[src/rtl/rule110_seed_loader.sv]
// Seed assembler: WORD-bit beats -> WIDTH-bit load for the Rule 110 stage.
// Define RULE110_SEED_LAST_CHECK_EN to enable s_last framing checks and frame_err.
module rule110_seed_loader #(
  parameter int WIDTH = 512,
  parameter int WORD  = 32
) (
  input  logic             clk,
  input  logic             areset,
  input  logic             s_valid,
  output logic             s_ready,
  input  logic [WORD-1:0]  s_data,
  input  logic             s_last,
  output logic             load,
  output logic [WIDTH-1:0] data,
  output logic             seeded,
  output logic [31:0]      gen_count,
  output logic             frame_err
);

  localparam int BEATS = WIDTH / WORD;
  localparam int IW = (BEATS > 1) ? $clog2(BEATS) : 1;
  localparam logic [IW-1:0] LAST_IDX = IW'(BEATS - 1);

  typedef enum logic {
    FILL,
    LOAD
  } state_t;

  state_t        state;
  logic [IW-1:0] beat_idx;
  logic          take;
  logic          at_end;

  assign take   = s_valid & s_ready;
  assign at_end = (beat_idx == LAST_IDX);

`ifndef RULE110_SEED_LAST_CHECK_EN
  logic unused_last;
  assign unused_last = s_last;
  assign frame_err   = 1'b0;
`endif

  always_ff @(posedge clk or posedge areset) begin
    if (areset) begin
      state     <= FILL;
      beat_idx  <= '0;
      s_ready   <= 1'b1;
      load      <= 1'b0;
      data      <= '0;
      seeded    <= 1'b0;
      gen_count <= '0;
`ifdef RULE110_SEED_LAST_CHECK_EN
      frame_err <= 1'b0;
`endif
    end else begin
`ifdef RULE110_SEED_LAST_CHECK_EN
      frame_err <= 1'b0;
`endif
      // Count restarts on the edge the automaton captures the seed.
      if (load) begin
        gen_count <= '0;
        seeded    <= 1'b1;
      end else if (seeded && gen_count != 32'hFFFF_FFFF) begin
        gen_count <= gen_count + 32'd1;
      end

      unique case (state)
        LOAD: begin
          state    <= FILL;
          load     <= 1'b0;
          s_ready  <= 1'b1;
          beat_idx <= '0;
        end
        FILL: begin
          if (take) begin
            for (int k = 0; k < BEATS; k++) begin
              if (beat_idx == IW'(k)) begin
                data[k*WORD +: WORD] <= s_data;
              end
            end
`ifdef RULE110_SEED_LAST_CHECK_EN
            if (at_end && s_last) begin
              state    <= LOAD;
              load     <= 1'b1;
              s_ready  <= 1'b0;
              beat_idx <= '0;
            end else if (at_end || s_last) begin
              beat_idx  <= '0;
              frame_err <= 1'b1;
            end else begin
              beat_idx <= beat_idx + 1'b1;
            end
`else
            if (at_end) begin
              state    <= LOAD;
              load     <= 1'b1;
              s_ready  <= 1'b0;
              beat_idx <= '0;
            end else begin
              beat_idx <= beat_idx + 1'b1;
            end
`endif
          end
        end
        default: begin
          state <= FILL;
        end
      endcase
    end
  end

endmodule

[config.mk]
export PLATFORM = sky130hd
export DESIGN_NAME = rule110_seed_loader
export DESIGN_NICKNAME = d
export VERILOG_FILES = /design/src/rtl/rule110_seed_loader.sv
export SDC_FILE = /design/constraint.sdc
export NUM_CORES = 1
export LEC_CHECK = 0
export ABC_AREA = 1
export ABC_CLOCK_PERIOD_IN_PS = 26400
export CAP_MARGIN = 15
export CORE_AREA = 2 2 224 226
export CTS_CLUSTER_DIAMETER = 150
export CTS_CLUSTER_SIZE = 25
export DETAILED_ROUTE_END_ITERATION = 8
export DIE_AREA = 0 0 226 228
export PLACE_DENSITY = 0.73
export SYNTH_ARGS = -nofsm -noshare
export SYNTH_HDL_FRONTEND = slang
export SYNTH_SLANG_ARGS = --single-unit
[constraint.sdc]
create_clock -name clk -period 26.4 [get_ports clk]
set_input_delay 2.64 -clock clk [delete_from_list [all_inputs] [get_ports clk]]
set_output_delay 2.64 -clock clk [all_outputs]
set_load 0.01 [all_outputs]
==> summary.txt <==
Floorplanning
  – Ports: 584
  – Floorplan row count: 82
  – Die Width: 226 um
  – Initial Utilization: 0.4289
  – Core footprint: 49350 um^2
  – Die height: 228 um
  – Die area: 51530 um^2

Global routing
  – Total GRT Usage: 0.2695
  – GR Overflow Total: 0
  – Initial antenna violation count: 0
  – Global-route wire length before repair: 105600 um
  – Vias in the first global route: 16720
  – Largest net degree at the start of global routing: 116

Clocking
  – H-tree depth: 1
  – Clk buf depth: 3
  – Worst-path clk slew: 100 ps
  – Post-CTS Setup Repair Bufs: 0
  – CTS tree: done
  – Hold buffer count at cts: 0
  – Clk Latency, worst-skew pair: 600 ps
  – Total CTS buffers: 26
  – Clock Tree Root: clkbuf_16
  – Post-CTS Resized: 0
  – Clock Sinks: 552

Route
  – Starting DRC count in detailed routing: 1354
  – Drc violations: 0
  – Pre-antenna DRT Iters: 5
  – Via count: 16790
  – Post-DR wirelength/cell: 21.35 um
  – Via density per instance: 5.143
  – Detailed Route WL: 69720 um
  – Post-route ant nets: 0

Power and ir drop
  – Sequential power share: 0.426
  – Gate power share: 0.433
  – Internal: 0.002113 W
  – Power consumption: 0.003288 W
  – Worst vdd ir: 0.07187 mV
  – Net Sw Power: 0.001175 W
  – Leak: 12.55 nW
  – Clk pwr share: 0.141
  – PwrDens: 117.3 nW/um^2
  – Net Sw Frac: 0.3575

STA
  – Hold WS: 489.4 ps
  – Period utilization: 0.2198
  – Worst-margin pin slew: 1158 ps
  – Max-slew violations: 0
  – Hold Fails Final Rpt: 0
  – # setup viols final: 0
  – Setup_tns: 0 ps
  – Slew margin rel.: 0.2278
  – Max Fclk: 172.4 MHz
  – Crit path time final: 5802 ps
  – Clock Skew: 44.87 ps
  – RSZ-0062 raised after global routing: false

Place
  – Dpl hpwl: 48030 um
  – Global placement routability congestion: 0.9336
  – IO buf count: 581
  – DP Cell Count: 3224

Synth
  – Sequential area share after synthesis: 0.6526
  – Area leader, netlist: dfrtp_1
  – Top-area cell type share of the netlist area: 0.6514
  – Async SR Flop Fraction: 1.000
  – Cell with the most instances after synthesis: nand2_1
  – Number of synthesized register bits: 552
  – Post-synth top flop: dfrtp_1
  – Synth Instances: 2099
  – Ys Warns: 0
  – Syn Nets: 2140
  – Post-Syn Area per Cell: 10.08 um^2
  – Cell variety after synth: 34
  – Number of synthesized flops with an enable pin: 0
  – Synth area leaders: dfrtp_1 65%, nand2_1 12%, o21ai_1 6.5%
  – Synth cell count leaders: 653 x nand2_1, 551 x dfrtp_1, 275 x o21ai_1
  – Mapped cell area: 21170 um^2

Layout
  – Final std cells w/o fill: 3265
  – ANT cells: 0
  – Final core utilization: 0.5680
  – Multi-input gate area: 6401 um^2
  – FF/Latch Area: 13810 um^2
  – Nets: 2624
  – Fraction of layout cells with a size suffix above 1: 0.05206
  – Filler instances: 4214
  – Area growth, synth to finish: 32.43%

Job
  – Maxcap violations: 0

Setup path
  – Crit path required time: 27020 ps
  – CP Class: in -> async
  – Crit start category: input port
  – CP endpoint kind: async pin
  – CP max FO: 115
  – Crit path DAT: 6420 ps

Min path
  – HP Class: reg -> reg

Run status
  – Run status: complete, no violations
power by group through the flow:
stage	clock [W]	combinational, W	sequential, W
after CTS	0.000472	0.00143	0.00140
after floorplan	0	0.000392	0.00154
final	0.000464	0.00142	0.00140
after global routing	0.000502	0.00153	0.00144
after detailed placement	0	0.00143	0.00140
after global placement	0	0.00141	0.00139
layer usage:
layer  GRT usage  up-vias  share of wire
li1            -     7767              -
met1      0.3268     8261           0.38
met2      0.4461      643           0.48
met3     0.09518      120           0.10
met4     0.09209        0          0.036
met5           0        -              0
flip-flops by register name, indices dropped and copies added, names as in the netlist:
register / cells
gen_count: 32
seeded: 1
s_ready: 1
load: 1
state: 1
beat_idx: 4
data: 512
stage by stage:
step	area, um^2	worst slack [ps]
3_3_place_gp	27230	19910
5_1_grt	28030	19990
6_report	28030	20600
2_1_floorplan	21170	8328
3_5_place_dp	27230	19790
4_1_cts	27970	20470
cell families (layout without fill, tap and decap cells):
family          Yosys count  after routing  share of synthesized area
buf+inv                 206            700                    0.04569
other cells               1              1                  0.0001772
simple gates            789            789                     0.1617
fa+ha+maj                 5              5                   0.002955
flops                   552            552                     0.6526
compound gates          533            533                     0.1315
xor+xnor                 13             13                   0.005379
worst max-delay path: stages:
cell	delay [ps]
clkdlybuf4s50_1	490
inv_8	520
buf_4	870
buf_4	820
buf_4	820
cell type report:
class / count / share of cell area
Sequential cell: 552 / 0.4928
Multi-Input combinational cell: 1341 / 0.2283
Timing Repair Buffer: 598 / 0.2133
Tap cell: 672 / 0.02999
Clock buffer: 37 / 0.02544
Inverter: 64 / 0.009016
Clock inverter: 1 / 0.001071
cells in the final DEF, fill, tap and decap left out, types with 4 or more instances in the layout:
cell | Yosys | layout
o21ai_2 | 31 | 31
xnor2_1 | 5 | 5
nand2_1 | 653 | 647
nand3_1 | 26 | 26
buf_4 | 2 | 14
inv_1 | 59 | 58
dfrtp_1 | 551 | 551
nand4_4 | 8 | 8
a21oi_1 | 4 | 4
inv_2 | 4 | 4
clkdlybuf4s50_1 | 0 | 581
o21ai_0 | 223 | 223
nand3_2 | 21 | 21
xor2_1 | 8 | 8
o21ai_1 | 275 | 275
nor2_1 | 49 | 49
clkbuf_16 | 0 | 27
ha_1 | 5 | 5
nand2_2 | 2 | 8
clkbuf_1 | 74 | 10
nor2_2 | 5 | 5
nand3b_1 | 11 | 11
final timing paths:
check                          start         to  slack [ps]  depth (start not counted)
setup / recovery              areset  data[128]       20600                          5
hold / removal             data[507]  data[507]         490                          2
setup reg to reg             s_ready  data[453]       23260                          4
hold reg to reg            data[507]  data[507]         490                          2
max in group clk             s_valid  data[453]       21290                          5
min in group asynchronous     areset  data[378]        2540                          2
(Power assumes the default switching activity.)
